## config.mk

```make
export PLATFORM = sky130hd
export DESIGN_NAME = pc_unit
export DESIGN_NICKNAME = d
export VERILOG_FILES = /design/src/rtl/pcu_pkg.sv /design/src/rtl/pcu_ras.sv /design/src/rtl/pc_unit.sv
export SDC_FILE = /design/constraint.sdc
export NUM_CORES = 1
export LEC_CHECK = 0
export BUFFER_PORTS_ARGS = -buffer_cell sky130_fd_sc_hd__buf_2
export CORE_UTILIZATION = 56
export DETAILED_ROUTE_END_ITERATION = 10
export PLACE_DENSITY_LB_ADDON = 0.3
export SLEW_MARGIN = 20
export SYNTH_ARGS = -nofsm -noshare
export SYNTH_HDL_FRONTEND = slang
export SYNTH_HIERARCHICAL = 1
export SYNTH_SLANG_ARGS = --single-unit
```

## constraint.sdc

```tcl
create_clock -name PCU_clk -period 9.99 [get_ports PCU_clk]
set_input_delay 0.4995 -clock PCU_clk [delete_from_list [all_inputs] [get_ports PCU_clk]]
set_output_delay 0.4995 -clock PCU_clk [all_outputs]
set_load 0.005 [all_outputs]
```

## src/rtl/pcu_pkg.sv

```systemverilog
// Shared definitions for the Otter fetch-stage program-counter unit.
// Holds the next-PC source encoding and the target alignment mask.
package pcu_pkg;

  typedef enum logic [2:0] {
    SEL_PLUS4  = 3'd0,
    SEL_JALR   = 3'd1,
    SEL_BRANCH = 3'd2,
    SEL_JAL    = 3'd3,
    SEL_MTVEC  = 3'd4,
    SEL_MEPC   = 3'd5
  } pcu_sel_t;

  localparam logic [1:0] ALIGN_MASK = 2'b11;

endpackage

```

## src/rtl/pcu_ras.sv

```systemverilog
// Circular return-address stack for call/return prediction.
// Pushing onto a full stack overwrites the oldest entry.
module pcu_ras #(
  parameter int XLEN      = 32,
  parameter int RAS_DEPTH = 4
) (
  input  logic            i_clk,
  input  logic            i_rst,
  input  logic            i_en,
  input  logic            i_push,
  input  logic            i_pop,
  input  logic [XLEN-1:0] i_data,
  output logic [XLEN-1:0] o_top,
  output logic            o_valid
);

  localparam int PTR_W = (RAS_DEPTH > 1) ? $clog2(RAS_DEPTH) : 1;
  localparam int CNT_W = $clog2(RAS_DEPTH + 1);

  logic [XLEN-1:0]  r_entry [RAS_DEPTH];
  logic [PTR_W-1:0] r_ptr;
  logic [CNT_W-1:0] r_count;

  logic             w_empty;
  logic             w_full;
  logic             w_do_push;
  logic             w_do_replace;
  logic             w_do_pop;
  logic [PTR_W-1:0] w_ptr_inc;

  assign w_empty      = (r_count == '0);
  assign w_full       = (r_count == CNT_W'(RAS_DEPTH));
  // Push+pop on an empty stack degenerates to a plain push.
  assign w_do_push    = i_en && i_push && (!i_pop || w_empty);
  assign w_do_replace = i_en && i_push && i_pop && !w_empty;
  assign w_do_pop     = i_en && !i_push && i_pop && !w_empty;
  assign w_ptr_inc    = r_ptr + PTR_W'(1);

  // NOTE: sequential state uses non-blocking (<=) so every flop samples pre-edge values.
  always_ff @(posedge i_clk) begin
    if (i_rst) begin
      r_ptr   <= '0;
      r_count <= '0;
    end else if (w_do_push) begin
      r_ptr <= w_ptr_inc;
      if (!w_full) r_count <= r_count + CNT_W'(1);
    end else if (w_do_pop) begin
      r_ptr   <= r_ptr - PTR_W'(1);
      r_count <= r_count - CNT_W'(1);
    end
  end

  // NOTE: the entry array has no reset; stale contents are masked by r_count, so it maps to plain RAM/flops without a reset tree.
  always_ff @(posedge i_clk) begin
    if (!i_rst) begin
      if (w_do_push)         r_entry[w_ptr_inc] <= i_data;
      else if (w_do_replace) r_entry[r_ptr]     <= i_data;
    end
  end

  assign o_valid = !w_empty;
  assign o_top   = w_empty ? '0 : r_entry[r_ptr];

endmodule

```

## src/rtl/pc_unit.sv

```systemverilog
// Program counter for the Otter fetch stage: next-PC mux, misaligned-target
// trap to mtvec, and a return-address stack for call/return prediction.
module pc_unit
  import pcu_pkg::*;
#(
  parameter int              XLEN      = 32,
  parameter logic [XLEN-1:0] RESET_VEC = '0,
  parameter int              RAS_DEPTH = 4
) (
  input  logic            PCU_clk,
  input  logic            PCU_rst,
  input  logic            PCU_write,
  input  logic [2:0]      PCU_sel,
  input  logic [XLEN-1:0] PCU_jalr,
  input  logic [XLEN-1:0] PCU_branch,
  input  logic [XLEN-1:0] PCU_jal,
  input  logic [XLEN-1:0] PCU_mtvec,
  input  logic [XLEN-1:0] PCU_mepc,
  input  logic            PCU_push,
  input  logic            PCU_pop,
  output logic [XLEN-1:0] PCU_count,
  output logic [XLEN-1:0] PCU_plus4,
  output logic [XLEN-1:0] PCU_ras_top,
  output logic            PCU_ras_valid,
  output logic            PCU_misalign,
  output logic [XLEN-1:0] PCU_bad_addr
);

  logic [XLEN-1:0] r_pc;
  logic [XLEN-1:0] r_bad_addr;
  logic            r_misalign;

  logic [XLEN-1:0] w_plus4;
  logic [XLEN-1:0] w_target;
  logic [XLEN-1:0] w_next_pc;
  logic            w_checked;
  logic            w_misaligned;

  assign w_plus4 = r_pc + XLEN'(4);

  // NOTE: every always_comb output gets a default first, so no path can infer a latch.
  always_comb begin
    w_target  = w_plus4;
    w_checked = 1'b0;
    case (PCU_sel)
      SEL_JALR:   begin w_target = PCU_jalr & ~XLEN'(1); w_checked = 1'b1; end
      SEL_BRANCH: begin w_target = PCU_branch;           w_checked = 1'b1; end
      SEL_JAL:    begin w_target = PCU_jal;              w_checked = 1'b1; end
      SEL_MTVEC:  w_target = PCU_mtvec;
      SEL_MEPC:   w_target = PCU_mepc;
      default:    w_target = w_plus4;
    endcase
  end

  assign w_misaligned = w_checked && ((w_target[1:0] & ALIGN_MASK) != 2'b00);
  assign w_next_pc    = w_misaligned ? PCU_mtvec : w_target;

  always_ff @(posedge PCU_clk) begin
    if (PCU_rst) begin
      r_pc       <= RESET_VEC;
      r_misalign <= 1'b0;
      r_bad_addr <= '0;
    end else if (PCU_write) begin
      r_pc       <= w_next_pc;
      r_misalign <= w_misaligned;
      if (w_misaligned) r_bad_addr <= w_target;
    end
  end

  // Calls push the return address of the current instruction.
  pcu_ras #(
    .XLEN      (XLEN),
    .RAS_DEPTH (RAS_DEPTH)
  ) u_ras (
    .i_clk   (PCU_clk),
    .i_rst   (PCU_rst),
    .i_en    (PCU_write),
    .i_push  (PCU_push),
    .i_pop   (PCU_pop),
    .i_data  (w_plus4),
    .o_top   (PCU_ras_top),
    .o_valid (PCU_ras_valid)
  );

  assign PCU_count    = r_pc;
  assign PCU_plus4    = w_plus4;
  assign PCU_misalign = r_misalign;
  assign PCU_bad_addr = r_bad_addr;

endmodule

```

### After elaboration in Yosys (flattened, before gate mapping)

Memory sizes are Yosys's and may differ from the RTL's. A register that Yosys moved wholly into a read port is not among the register bits.
Cells that the tools add are included.

* register bits: 70
* memory bits (writable): 128
* word-level logic and storage cells: 58
* memories: 1

* add/sub/neg operators: 5
* equal/unequal tests: 7
* multiplexer cells: 21
* reduce and logical (&&, ||, !) cells: 19

Memories
* u_ras.r_entry: depth 4, bits a word 32, read ports 1, clocked after memory_dff 1, write ports 1, line pcu_ras.sv:20 `logic [XLEN-1:0] r_entry [RAS_DEPTH];`

Operators by type and width (count)
* 32-bit case mux with 5 select lines: 1
* 32-bit two-way mux: 3
* 32-bit by 3-bit adder with 32-bit output (second input constant): 1
* 32-bit OR reduction: 1
* 2-bit two-way mux: 5
* 3-bit == test (second input constant): 3
* 1-bit two-way mux: 9
* 3-bit two-way mux: 3
* 1-bit logical AND: 8
* 3-bit by 2-bit == test with 1-bit output (second input constant): 2
* 2-bit AND reduction: 2
* 2-bit nonzero test: 2
* 3-bit by 1-bit adder with 3-bit output (second input constant): 1
* 3-bit by 1-bit == test with 1-bit output (second input constant): 1
* 1-bit zero test: 3
* 3-bit zero test: 1
* 3-bit OR reduction: 1
* 3-bit by 1-bit subtractor with 3-bit output (second input constant): 1
* 2-bit by 1-bit adder with 2-bit output (second input constant): 1
* 2-bit != test (second input constant): 1
* 2-bit by 1-bit subtractor with 2-bit output (second input constant): 1
* 1-bit logical OR: 1

### Longest topological paths before layout

Gate-level depths: netlist of the first run.

* word-level depth: 9
* gate-level depth with buffers: 9
* depth with buffers taken out: 7

### Cells and area by module

The synthesis of the first run kept the hierarchy.

By module, submodules not included
* pcu_ras: times used 1, cells an instance 255, area an instance 5258.8 um^2, sequential area each 3983.8 um^2
* pc_unit: times used 1, cells an instance 633, area an instance 4815.9 um^2, sequential area each 1301.2 um^2

### Worst setup path after synthesis of the first run

Ideal clock, no wire load.

* path type: reg2reg
* start point: register u_ras.r_count[0]
* end point: memory u_ras.r_entry[0][0] (enable)
* arrival time: 3400 ps
* data required time: 9520 ps
* slack: 6120 ps
* cell stages (with the launch flop): 4
* buffers on the path: 0
* clock period less this slack: 3870 ps
* cells stage by stage: dfxtp_1 > o31ai_4 > or3_1 > a211oi_1

* cells in the longest elaborated chain, start to end: 9
* elaborated cells between the ends (all ways): 15

Ends and longest elaborated chain
* from (decl): line pcu_ras.sv:22 `logic [CNT_W-1:0] r_count;`
* from (signal assigned): line pcu_ras.sv:46 `if (!w_full) r_count <= r_count + CNT_W'(1);`
* from (signal assigned): line pcu_ras.sv:49 `r_count <= r_count - CNT_W'(1);`
* 3-bit zero test *: line pcu_ras.sv:31 `assign w_empty = (r_count == '0);`
* 1-bit zero test: line pcu_ras.sv:35 `assign w_do_replace = i_en && i_push && i_pop && !w_empty;`
* 1-bit logical AND: line pcu_ras.sv:35
* 1-bit two-way mux: line pcu_ras.sv:57 `else if (w_do_replace) r_entry[r_ptr] <= i_data;`
* 1-bit two-way mux: line pcu_ras.sv:56 `if (w_do_push) r_entry[w_ptr_inc] <= i_data;`
* 1-bit two-way mux: line pcu_ras.sv:55 `if (!i_rst) begin`
* 1-bit two-way mux (implied by the code): line pcu_ras.sv:57
* 32-bit OR reduction (no source line)
* 2-bit two-way mux (no source line) / 1-bit two-way mux (equally long branches)
* to (decl): line pcu_ras.sv:20

Mark *: on every way between the ends. The rest lies on a longest branch, timed or not.

### Worst setup path after layout of the first run

* start point: register r_pc[2] (netlist: PCU_count[2])
* end point: output PCU_plus4[30]

* cells in the longest elaborated chain, start to end: 1

Ends and longest elaborated chain
* from (decl): line pc_unit.sv:29 `logic [XLEN-1:0] r_pc;`
* from (signal assigned): line pc_unit.sv:64 `r_pc <= w_next_pc;`
* 32-bit by 3-bit adder with 32-bit output: line pc_unit.sv:39 `assign w_plus4 = r_pc + XLEN'(4);`
* to (decl): line pc_unit.sv:22 `output logic [XLEN-1:0] PCU_plus4,`

No other way between the ends.

==> impl_results.md, run 1 <==
- Worst slew pin tran: 1.16 ns
- Initial antenna violation count: 6
- Seq/Total Area, Yosys: roughly 52%
- CP Capture Type: output port
- Drt total wl: 30300 um
- WHS Path Cells: 3
- Clock transition at path regs: approximately 0.080 ns
- Worst reg-to-reg setup slack: just under 7 ns
- Worst vdd ir: 0.135 mV
- Worst EP arrival: between 3 and 4 ns
- Worst Setup Path Type: reg2out
- Post-synth top flop: edfxtp_1
- Worst Clk Skew: 0.0190 ns
- Worst r2r path cells: 7
- Pleak: just under 5 nW
- Slew Viols, Final: 0
- XOR/XNOR Fraction of Synth Area: 2.78%
- Hold path start: PCU_mtvec[25]
- GP Congestion: 0.929
- Synth top area share: between 30% and 40%
- DRT antenna net count: 0
- Chip height: 136 um
- Compound-Gate Fraction of Synth Area: 13.0%
- Worst endpoint required time: between 9 and 10 ns
- Gr usage total: between 30 and 40%
- Worst-Skew Late Latency: between 0.4 and 0.5 ns
- TritonCTS Buffers: 17
- Drt drc: 0
- Leading cell types by total area after synthesis: edfxtp_1, dfxtp_1, mux4_2, nor2_1, mux2i_1
- Die area: 18500 sq um
- Total congestion overflow: 0
- Worst Hold Class: in2reg
- Worst Hold Path EP: PCU_count[25]
- Area delta synth->final: 22.2%
- Global-route wire length before repair: 44600 um
- Largest family of logic cells by synthesized area: simple AND/OR/NAND/NOR gates
- CP startpoint: PCU_count[2]
- Core Area: approximately 17000 sq um
- Highest Clock Rate: 262 MHz
- Port bufs: 296
- Post-CTS Hold Fix Bufs: 0
- Max-cap viol count: 0
- Asr flop ratio synth: 0%
- Iter 0 DRT Violations: around 1000
- Final Power: 2.13 mW
- CP startpoint kind: flip-flop
- Fraction of layout cells with a size suffix above 1: 36.4%
- Largest net degree at the start of global routing: 68
- Outcome: finished, final reports clean
- Max Root-Sink Buffers: 2
- RSZ-0062 raised after global routing: false
- Final Hold Viols: 0
- Mapped Cells: roughly 890
- Setup TNS: 0 ns
- CTS tree: done
- Reg-to-reg endpoint: PCU_bad_addr[28]
- Initial Util: between 50% and 60%
- CP max FO: 8
- Adder-Cell Fraction of Synth Area: less than 1%
- Number of synthesized register bits: 200
- H-tree lvl count: 4
- # nets final: 1324
- Netlist cell types: 78
- Mapped cell area: 10100 sq um
- Vias: approximately 8500
- YS warnings: 6
- Clk Tree Root Cell: clkbuf_16
- Synthesized area per cell: 11.3 sq um
- EDFF count, synth: 128
- First-pass detailed-route iteration total: 6
- Via density: around 6.1
- Post_cts resized: 0
- Post-CTS setup buffers: 0
- Routed length per instance: approximately 22 um
- PD cells: 173 nW/um^2
- Ports: 298
- Hpwl dp: 21300 um
- Multiplexer share of the synthesized area: 11.8%
- Most frequent cells after synthesis: edfxtp_1, nor2_1, dfxtp_1
- Period utilisation layout: 38.2%
- Overall die width: 136 um
- Clk sinks: 200
- Std cell rows: 48
- Reg2reg start: PCU_count[2]
- Vias in the first global route: 7919
- Simple-Gate Fraction of Synth Area: 16.2%
- Synthesized net count: 1058
- Post-synth top area cell: edfxtp_1
- Clock period minus worst slack: 3.82 ns
- Most numerous cell in the Yosys netlist: edfxtp_1
- Slew HR: 22.2%
- Final setup vio count: 0
per-layer routing:
metal / share of wire (%) / vias up / track usage [%] / wire [um]
li1: - / 3870 / - / -
met1: 39 / 4021 / 44.0 / 11800
met2: 48 / 519 / 50.9 / 14400
met3: 9.9 / 82 / 6.71 / 3010
met4: 3.6 / 0 / 16.6 / 1090
met5: 0 / - / 0 / 0
power breakdown:
part	internal [mW]	switching, mW	total, mW
clock network	0.377	0.321	0.698
logic	0.207	0.246	0.453
registers	0.930	0.0494	0.979
sequential cells by signal (all words and copies together), names as in the netlist, named ones only:
register	cells
PCU_count	32
u_ras/r_entry	128
PCU_bad_addr	32
u_ras/r_ptr	2
u_ras/r_count	3
PCU_misalign	1
worst max-delay path: stages (launching register included):
cell and delay, ns:
dfxtp_1 0.58, ha_1 0.27, nand3_2 0.18, nor4_2 0.70, nand4_1 0.20, xnor2_1 0.70
buf_2 0.24
stage by stage:
step	std cells	hold WS [ns]	worst slack, ns	util, %	instance area [sq um]
floorplan	888	0.453	6.12	-	10100
global placement	1360	0.440	6.35	67.1	11700
detailed placement	1360	0.446	6.32	67.1	11700
CTS	1392	0.278	6.22	70.6	12300
global route	1398	0.300	6.07	70.7	12300
finish	1398	0.284	6.17	70.7	12300
layout by cell type (no fill, tap or decap), types with 4 or more instances in the layout:
| cell | Yosys | routed |
|---|---|---|
| nand2_1 | 69 | 69 |
| mux2i_1 | 27 | 27 |
| a221o_1 | 8 | 8 |
| a22oi_1 | 7 | 7 |
| mux2_2 | 15 | 15 |
| nand3_1 | 15 | 15 |
| dfxtp_1 | 72 | 71 |
| o21ai_0 | 22 | 22 |
| nor4_2 | 9 | 9 |
| or2_2 | 3 | 4 |
| nor2b_1 | 41 | 41 |
| xor2_1 | 9 | 9 |
| buf_2 | 25 | 296 |
| nand3b_1 | 6 | 6 |
| clkbuf_16 | 0 | 17 |
| o22ai_1 | 17 | 17 |
| edfxtp_1 | 128 | 128 |
| a221oi_1 | 9 | 9 |
| nor2_1 | 93 | 90 |
| mux4_2 | 33 | 33 |
| or3_1 | 7 | 7 |
| a2bb2oi_1 | 9 | 9 |
| buf_4 | 4 | 15 |
| inv_1 | 13 | 13 |
| o211ai_1 | 10 | 10 |
| nand2b_1 | 19 | 19 |
| nand4_1 | 9 | 9 |
| and3_1 | 10 | 10 |
| xnor2_1 | 23 | 23 |
| nor3_1 | 11 | 9 |
| a21oi_1 | 51 | 51 |
| diode_2 | 0 | 6 |
| a211oi_1 | 13 | 12 |
logic make-up after synthesis:
kind of cell | count (synthesis)
AND/OR/NAND/NOR | 312
flip-flops | 200
AO/OA/AOI/OAI | 186
buffers and inverters | 80
multiplexers | 76
XOR/XNOR | 32
adder cells (fa/ha/maj) | 2
area by class of cell:
class,count,area (sq um)
inverters,16,60.1
multi-input cells,608,4470
fillers,1317,5110
well taps,225,282
repair buffers,311,1590
flip-flops and latches,200,5290
diodes,6,15.0
clock inverters,14,168
clock buffers,18,429
how the worst max path moves through the flow:
stage,cells past startpoint,endpoint
global placement,9,PCU_bad_addr[13]
finish,6,PCU_plus4[30]
detailed placement,9,PCU_bad_addr[13]
CTS,6,PCU_plus4[30]
floorplan,3,u_ras/r_entry[0][0]
global route,6,PCU_plus4[30]
No activity file was read; power rests on OpenSTA's default activity.
==> run 2: changes to the inputs <==
--- a/config.mk
+++ b/config.mk
@@ -6,7 +6,7 @@
 export NUM_CORES = 1
 export LEC_CHECK = 0
 export BUFFER_PORTS_ARGS = -buffer_cell sky130_fd_sc_hd__buf_2
-export CORE_UTILIZATION = 56
+export CORE_UTILIZATION = 52
 export DETAILED_ROUTE_END_ITERATION = 10
 export PLACE_DENSITY_LB_ADDON = 0.3
 export SLEW_MARGIN = 20
==> constraint.sdc (replaced) <==
create_clock -name PCU_clk -period 3.9 [get_ports PCU_clk]
set_input_delay 0.195 -clock PCU_clk [delete_from_list [all_inputs] [get_ports PCU_clk]]
set_output_delay 0.195 -clock PCU_clk [all_outputs]
set_load 0.005 [all_outputs]
==> run 2 against run 1 <==
  * Design area rose by 1.8%
  * Core utilization fell by 4.2 points
  * First-iteration DRC count fell by 11%
  * Critical path type unchanged
  * Critical endpoint is now PCU_plus4[26]
  * Largest cell class unchanged
  * Largest power group unchanged
==> impl_results.md, run 2 (synthesized netlist as in run 1, its figures left out) <==
- Initial Util: 53.5%
- Final Util: 66.5%
- Worst vdd ir: 0.319 mV
- P_int: 3.78 mW
- Drt drc: 0
- Worst Clk Skew: 0.0156 ns
- CTS tree: done
- Setup TNS: 0 ns
- # nets final: approximately 1300
- Global-route wire length before repair: roughly 47000 um
- Worst Hold Class: in2reg
- CP bufs+invs: 1
- Max incr delay on CP: ~0.59 ns
- Commonest non-fill, non-tap cell in the layout: buf_2
- Area delta synth->final: 24.3%
- Clock period minus worst slack: between 3 and 4 ns
- Period utilisation layout: 86.1%
- Reg2reg start: PCU_count[2]
- CP startpoint: PCU_count[2]
- RSZ-0062 raised after global routing: false
- PD cells: 433 nW/um^2
- Pleak: 4.99 nW
- Fraction of layout cells with a size suffix above 1: 36.7%
- Chip height: 141 um
- Worst EP arrival: 3.16 ns
- Core Area: 18800 sq um
- CP Capture Type: output port
- Via density: between 5 and 6
- Clk Tree Root Cell: clkbuf_16
- Std cell rows: 50
- Sw frac: ~30%
- Drt total wl: 31200 um
- Outcome: finished, final reports clean
- CP max FO: 8
- Largest net degree at the start of global routing: 56
- Overall die width: 141 um
- Sw power: 1.65 mW
- Slew Viols, Final: 0
- Vias in the first global route: 8033
- Worst Setup Path Type: reg2out
- Worst endpoint required time: 3.70 ns
- Commonest cells after routing, fill and taps aside: buf_2, edfxtp_1, nor2_1
- Worst slew pin tran: 1.14 ns
- Max reg flops: around 130
- CP delay by family, top: simple AND/OR/NAND/NOR gates
- Final Hold Viols: 0
- Post-CTS setup buffers: 0
- Routed length per instance: 21.5 um
- Clk pwr share: 32.0%
- TritonCTS Buffers: 17
- Highest Clock Rate: 298 MHz
- Die area: roughly 20000 sq um
- Hold path start: PCU_mtvec[20]
- Crit-path cells: ha_1 -> nand3_2 -> or4_1 -> or3_1 -> xnor2_1 -> buf_2
- Hpwl dp: 22700 um
- GP Congestion: about 0.96
- CP max stage cell: or4_1
- Clock transition at path regs: roughly 0.080 ns
- Final setup vio count: 0
- Ports: 298
- Gr usage total: 31.8%
- Initial antenna violation count: 5
- Total congestion overflow: 0
- Max-cap viol count: 0
- Register bank with the most flops: u_ras/r_entry
- Worst-Skew Late Latency: between 0.4 and 0.5 ns
- Iter 0 DRT Violations: 887
- Slew HR: 23.5%
- Max Root-Sink Buffers: 2
- Final Power: 5.43 mW
- First-pass detailed-route iteration total: 6
- Gate power share: 21.8%
- Vias: ~8600
- CP startpoint kind: flip-flop
- Clk sinks: 200
- H-tree lvl count: 4
- Hold slack: 0.0237 ns
- DRT antenna net count: 0
- Sequential power share: roughly 46%
- Port bufs: about 300
-- run 2: changes by cell type in the layout (fill, tap and decap cells not counted), sizes merged --
cell | before | now
buf | 311 | 323
diode | 6 | 5
clkbuf | 18 | 17
inv | 18 | 20
clkinvlp | 1 | 4
dlygate4sd3 | 0 | 10
bufinv | 2 | 0
clkinv | 9 | 7
-- run 2: repair_timing --
action,in CTS,in global routing
gates resized for setup,0,0
hold buffers,10,0
hold endpoints to repair,10,0
-- run 2: worst register-to-register path, delay by kind of cell (launching register included) --
family	cells	cell delay, ns
XOR/XNOR	1	0.50
adder cells (fa/ha/maj)	1	0.27
flip-flops	1	0.52
AND/OR/NAND/NOR	3	1.21
-- run 2: area by class of cell --
cell class | instances | area, sq um
clock buffers | 17 | 425
multi-input cells | 608 | 4470
flip-flops and latches | 200 | 5290
fillers | 1468 | 6310
inverters | 16 | 60.1
clock inverters | 15 | 156
well taps | 260 | 325
diodes | 5 | 12.5
repair buffers | 333 | 1780
-- run 2: path summary, 6_finish.rpt --
kind / endpoint / slack [ns] / cells past startpoint
min reg2reg: PCU_bad_addr[5] / 0.46 / 2
max reg2reg: u_ras/r_entry[3][26] / 1.12 / 5
max: PCU_plus4[26] / 0.54 / 6
min: PCU_count[20] / 0.02 / 3
-- run 2: layer usage --
| layer | track usage (%) | vias up | routed length (um) |
|---|---|---|---|
| met5 | 0 | - | 0 |
| met4 | 13.3 | 0 | 879 |
| met3 | 7.20 | 73 | 2800 |
| met2 | 51.2 | 497 | 15200 |
| met1 | 41.4 | 4106 | 12300 |
| li1 | - | 3925 | - |
-- run 2: power by group through the flow --
stage / clock [mW] / sequential [mW] / combinational, mW
final: 1.74 / 2.51 / 1.18
after global routing: 1.84 / 2.52 / 1.29
after CTS: 1.75 / 2.51 / 1.18
after detailed placement: 0 / 2.55 / 1.17
after global placement: 0 / 2.55 / 1.15
after floorplan: 0 / 2.51 / 0.701
-- run 2: metrics by stage --
stage	cell area [sq um]	worst slack (ns)	cells
floorplan	10100	0.0300	888
global placement	11800	1.04	1407
detailed placement	11800	1.00	1407
CTS	12500	0.510	1449
global route	12500	0.415	1453
finish	12500	0.543	1454
